## src/rtl/mux_scan_pkg.sv

```systemverilog
// rtl/mux_scan_pkg.sv - shared types and constants for the mux scan sequencer
package mux_scan_pkg;

  localparam int N_CH  = 4;
  localparam int SEL_W = 2;

  typedef enum logic [1:0] {
    ST_IDLE   = 2'd0,
    ST_SETTLE = 2'd1,
    ST_SAMPLE = 2'd2,
    ST_HOLD   = 2'd3
  } scan_state_e;

endpackage

```

## src/rtl/scan_shift4.sv

```systemverilog
// rtl/scan_shift4.sv - 4-bit capture register, channel k lands in bit (3-k)
module scan_shift4
  import mux_scan_pkg::*;
(
  input  logic             clk,
  input  logic             rst_n,
  input  logic             clr,
  input  logic             load,
  input  logic [SEL_W-1:0] idx,
  input  logic             bit_in,
  output logic [N_CH-1:0]  q,
  output logic [N_CH-1:0]  q_nxt
);

  localparam logic [SEL_W-1:0] TOP_IDX = SEL_W'(N_CH - 1);

  // q_nxt lets the owner latch the frame in the same cycle as the last capture
  always_comb begin
    q_nxt = q;
    if (clr)
      q_nxt = '0;
    else if (load)
      q_nxt[TOP_IDX - idx] = bit_in;
  end

  always_ff @(posedge clk or negedge rst_n) begin
    if (!rst_n)
      q <= '0;
    else
      q <= q_nxt;
  end

endmodule

```

## src/rtl/mux_scan_ctrl.sv

```systemverilog
// rtl/mux_scan_ctrl.sv - steps a 4-to-1 mux through its channels and emits 4-bit frames
module mux_scan_ctrl
  import mux_scan_pkg::*;
#(
  parameter int SETTLE = 2,
  parameter int CNT_W  = 4
) (
  input  logic       clk,
  input  logic       rst_n,
  input  logic       start,
  input  logic       cont,
  input  logic       abort,
  output logic       s0,
  output logic       s1,
  input  logic       mux_out,
  output logic [3:0] frame_data,
  output logic       frame_valid,
  input  logic       frame_ready,
  output logic       busy,
  output logic [7:0] frame_count
);

  // With no settle time every channel window is just its SAMPLE cycle
  localparam scan_state_e       FIRST_ST = (SETTLE == 0) ? ST_SAMPLE : ST_SETTLE;
  localparam logic [CNT_W-1:0]  CNT_LAST = (SETTLE == 0) ? '0 : CNT_W'(SETTLE - 1);
  localparam logic [SEL_W-1:0]  LAST_CH  = SEL_W'(N_CH - 1);

  scan_state_e       state;
  logic [SEL_W-1:0]  k;
  logic [CNT_W-1:0]  cnt;
  logic [N_CH-1:0]   shift_q;
  logic [N_CH-1:0]   shift_nxt;
  logic              shift_clr;
  logic              shift_load;

  assign s0 = k[1];
  assign s1 = k[0];

  assign shift_clr  = (state == ST_IDLE) || abort;
  assign shift_load = (state == ST_SAMPLE);

  scan_shift4 u_shift (
    .clk    (clk),
    .rst_n  (rst_n),
    .clr    (shift_clr),
    .load   (shift_load),
    .idx    (k),
    .bit_in (mux_out),
    .q      (shift_q),
    .q_nxt  (shift_nxt)
  );

  always_ff @(posedge clk or negedge rst_n) begin
    if (!rst_n) begin
      state       <= ST_IDLE;
      k           <= '0;
      cnt         <= '0;
      frame_data  <= '0;
      frame_valid <= 1'b0;
      busy        <= 1'b0;
      frame_count <= '0;
    end else if (abort && state != ST_IDLE) begin
      state       <= ST_IDLE;
      k           <= '0;
      cnt         <= '0;
      frame_valid <= 1'b0;
      busy        <= 1'b0;
    end else begin
      case (state)
        ST_IDLE: begin
          if (start && !abort) begin
            state <= FIRST_ST;
            k     <= '0;
            cnt   <= '0;
            busy  <= 1'b1;
          end
        end
        ST_SETTLE: begin
          cnt <= cnt + 1'b1;
          if (cnt == CNT_LAST)
            state <= ST_SAMPLE;
        end
        ST_SAMPLE: begin
          if (k == LAST_CH) begin
            frame_data  <= shift_nxt;
            frame_valid <= 1'b1;
            state       <= ST_HOLD;
          end else begin
            k     <= k + 1'b1;
            cnt   <= '0;
            state <= FIRST_ST;
          end
        end
        ST_HOLD: begin
          // select stays on the last channel until the frame is taken
          if (frame_ready) begin
            frame_valid <= 1'b0;
            frame_count <= frame_count + 1'b1;
            if (cont) begin
              state <= FIRST_ST;
              k     <= '0;
              cnt   <= '0;
            end else begin
              state <= ST_IDLE;
              busy  <= 1'b0;
            end
          end
        end
        default: state <= ST_IDLE;
      endcase
    end
  end

endmodule

```

## config.mk

```make
export PLATFORM = sky130hd
export DESIGN_NAME = mux_scan_ctrl
export DESIGN_NICKNAME = d
export VERILOG_FILES = /design/src/rtl/mux_scan_pkg.sv /design/src/rtl/scan_shift4.sv /design/src/rtl/mux_scan_ctrl.sv
export SDC_FILE = /design/constraint.sdc
export NUM_CORES = 1
export LEC_CHECK = 0
export ABC_CLOCK_PERIOD_IN_PS = 1590
export CELL_PAD_IN_SITES_DETAIL_PLACEMENT = 1
export CELL_PAD_IN_SITES_GLOBAL_PLACEMENT = 2
export CORE_ASPECT_RATIO = 2
export CORE_UTILIZATION = 35
export CTS_CLUSTER_DIAMETER = 150
export DETAILED_ROUTE_END_ITERATION = 8
export DONT_BUFFER_PORTS = 1
export HOLD_SLACK_MARGIN = 0.05
export PLACE_DENSITY = 0.82
export SKIP_CTS_REPAIR_TIMING = 1
export SYNTH_ARGS = -nofsm -noshare
export SYNTH_HDL_FRONTEND = slang
export SYNTH_SLANG_ARGS = --single-unit
```

## constraint.sdc

```tcl
create_clock -name clk -period 1.59 [get_ports clk]
set_input_delay 0.318 -clock clk [delete_from_list [all_inputs] [get_ports clk]]
set_output_delay 0.318 -clock clk [all_outputs]
set_load 0.1 [all_outputs]
```

==> run metrics <==
Hold WS 95.4 ps; final WL 3330 microns; Setup TNS 0 ps; placer congestion estimate 0.758; largest net degree at the start of global routing 27; gr ovfl total 0; Core ar. 3610 sq um; proportion of netlist area held by the largest area contributor 49.0%; Num CTS Buffers 3; TritonCTS Sinks 26; Hold Startpoint abort; clk_lat worst skew 270 ps; Hold Path Class input port to flop; outcome complete, no violations; fin. max-slew vios 0; Lkg Pwr 0.813 nW; RSZ-0062 raised after global routing true; synth top area cells dfrtp_1 (49%), ha_1 (6.6%), mux2_1 (4.2%); CTS tree yes; fin crit share 98.3%; cell breakdown of the critical path ha_4 -> or2_1 -> a32oi_2 -> nand2_1 -> a22o_1; IO Count 23; Max stage delay on crit path 520 ps; Post-Synthesis Cells 123; number of detailed-route iterations in the first pass 4; Clock Skew 2.66 ps; number of synthesized flops with an enable pin 0; initial core utilization 36.8%; worst-path fanout max 4; final setup violation count 0; Worst-Margin Slew 331 ps; reg-to-reg endpoint k[0]; Critical Path RT 1750 ps; slowest CP cell dfrtp_4; ratio of cells with drive above 1 in the final layout 31.8%; IR drop worst, VDD 0.615 mV; Ys Warns 0; fmax 640 MHz; Slew Limit Headroom 77.9%; Nets 163; Worst Setup Start Kind flop; worst endpoint data arrival time 1730 ps; Die Footprint 4060 sq um; Worst-path clk slew 90 ps; die span in x 45.6 microns; DRC 0; Cells on Worst Hold Path 1; Reg-to-Reg Start k[1]; crit end category flop; first-pass GRT wire length 5350 microns; critical path class flop to flop; Site Rows 31; WL/cell 16.9 microns; register area share after synthesis 49.0%; worst reg-to-reg path cell count 5; initial DRC count 9; clock tree buffer depth 2; synthesis-to-layout area growth 27.1%; asr flop ratio synth 100%; # H-tree levels 1; port bufs 0; Root Buffer clkbuf_8; Vias/cell 5.22; post-synth design cell area 1330 sq um; Main synth FF type dfrtp_1; leading area contributor after synthesis dfrtp_1; Hold EP state[1]; antenna violations before repair 0; syn_area_per_cell 10.8 sq um; Final HPWL DP 2500 microns; reg-to-reg setup timing slack 30 ps; final hold viol count 0; Die Y 89.1 microns; Post-DRT Antenna Nets 0; Final Util 46.8%; max_cap viols 0; Yosys cell types 33; Synth Register Bits 26; cell area power density 1000 nW/um^2; crit path time final 1560 ps; via count 1028; number of global-route vias before repair 1158; Syn Nets 137; GRT Resource Usage Total 18.2%; n_diodes 0
cells by family (layout without fill, tap and decap cells):
group | Yosys count | after routing | synth area share (%)
simple gates | 40 | 40 | 16.0
buf+inv | 10 | 35 | 3.39
compound gates | 21 | 21 | 10.7
fa+ha+maj | 7 | 7 | 6.60
flops | 26 | 26 | 49.0
mux | 10 | 10 | 8.39
xor+xnor | 9 | 9 | 5.94
through the flow:
step | std cells | cell area (sq um) | total power, W | worst slack [ps]
final | 197 | 1690 | 0.00169 | 26.5
after global routing | 197 | 1690 | 0.00175 | -36.3
after CTS | 194 | 1640 | 0.00168 | -10.7
after detailed placement | 190 | 1590 | 0.00124 | -2.01
after global placement | 190 | 1590 | 0.00123 | 28.9
after floorplan | 123 | 1360 | 0.00112 | -128
cell usage after synthesis, types with 2 or more instances:
library cell	n
nand2b_1	6
a21o_1	4
a21oi_1	5
ha_1	7
nor3_1	3
and3_1	2
nand3_1	5
inv_1	4
mux2_2	4
nor2_1	7
nand4_1	2
mux2_1	5
dfrtp_1	26
xor2_1	3
nand2_1	8
o21ai_1	2
xnor2_1	6
clkbuf_1	2
nor2b_1	3
a22oi_1	4
buf_2	3
where the power goes:
group	total (W)	switching [W]	leakage (nW)	internal [W]
registers	0.000762	0.0000523	0.343	0.000709
logic	0.000494	0.000349	0.442	0.000144
clock network	0.000431	0.000210	0.0288	0.000221
total	0.00169	0.000612	0.813	0.00107
worst max-delay path: cells and delay by family (launching register included):
family	cells	cell delay [ps]
adder cells (fa/ha/maj)	1	170
AO/OA/AOI/OAI	2	430
flip-flops	1	520
AND/OR/NAND/NOR	2	330
final cells by class:
type / count / area, sq um
multi-input cells: 87 / 659
flip-flops and latches: 26 / 666
clock buffers: 4 / 55.1
inverters: 4 / 15.0
fillers: 404 / 1920
well taps: 49 / 61.3
repair buffers: 27 / 230
layout by cell type (no fill, tap or decap), drive strengths merged, types with 2 or more instances in the layout:
cell type,n
a21oi,5
a22oi,4
inv,4
buf,26
ha,7
dfrtp,26
o21ai,3
and3,2
nand3,5
a21o,4
nor3,3
nor2b,3
nand4,2
mux2,9
xor2,3
clkbuf,4
xnor2,6
nand2b,6
nand2,8
nor2,7
registers in the layout (all words and copies together) (netlist names):
register,cells
frame_data,4
frame_valid,1
u_shift.q,4
busy,1
frame_count,8
state,2
k,2
cnt,4
worst max path at each step:
| stage | cells after the start | endpoint | from |
|---|---|---|---|
| final | 5 | k[0] | k[1] |
| after floorplan | 5 | k[0] | k[0] |
| after global routing | 5 | k[0] | k[1] |
| after global placement | 5 | k[0] | k[0] |
| after detailed placement | 5 | k[0] | k[0] |
| after CTS | 5 | k[0] | k[1] |
per-layer routing:
| metal | wire [microns] | vias up | global-route usage (%) | part of all wire (%) |
|---|---|---|---|---|
| met5 | 0 | - | 0 | 0 |
| met4 | 70 | 0 | 7.44 | 2.1 |
| met3 | 137 | 6 | 3.43 | 4.1 |
| met2 | 1950 | 23 | 34.2 | 59 |
| met1 | 1170 | 523 | 18.5 | 35 |
| li1 | - | 476 | - | - |
(Power assumes the default switching activity.)
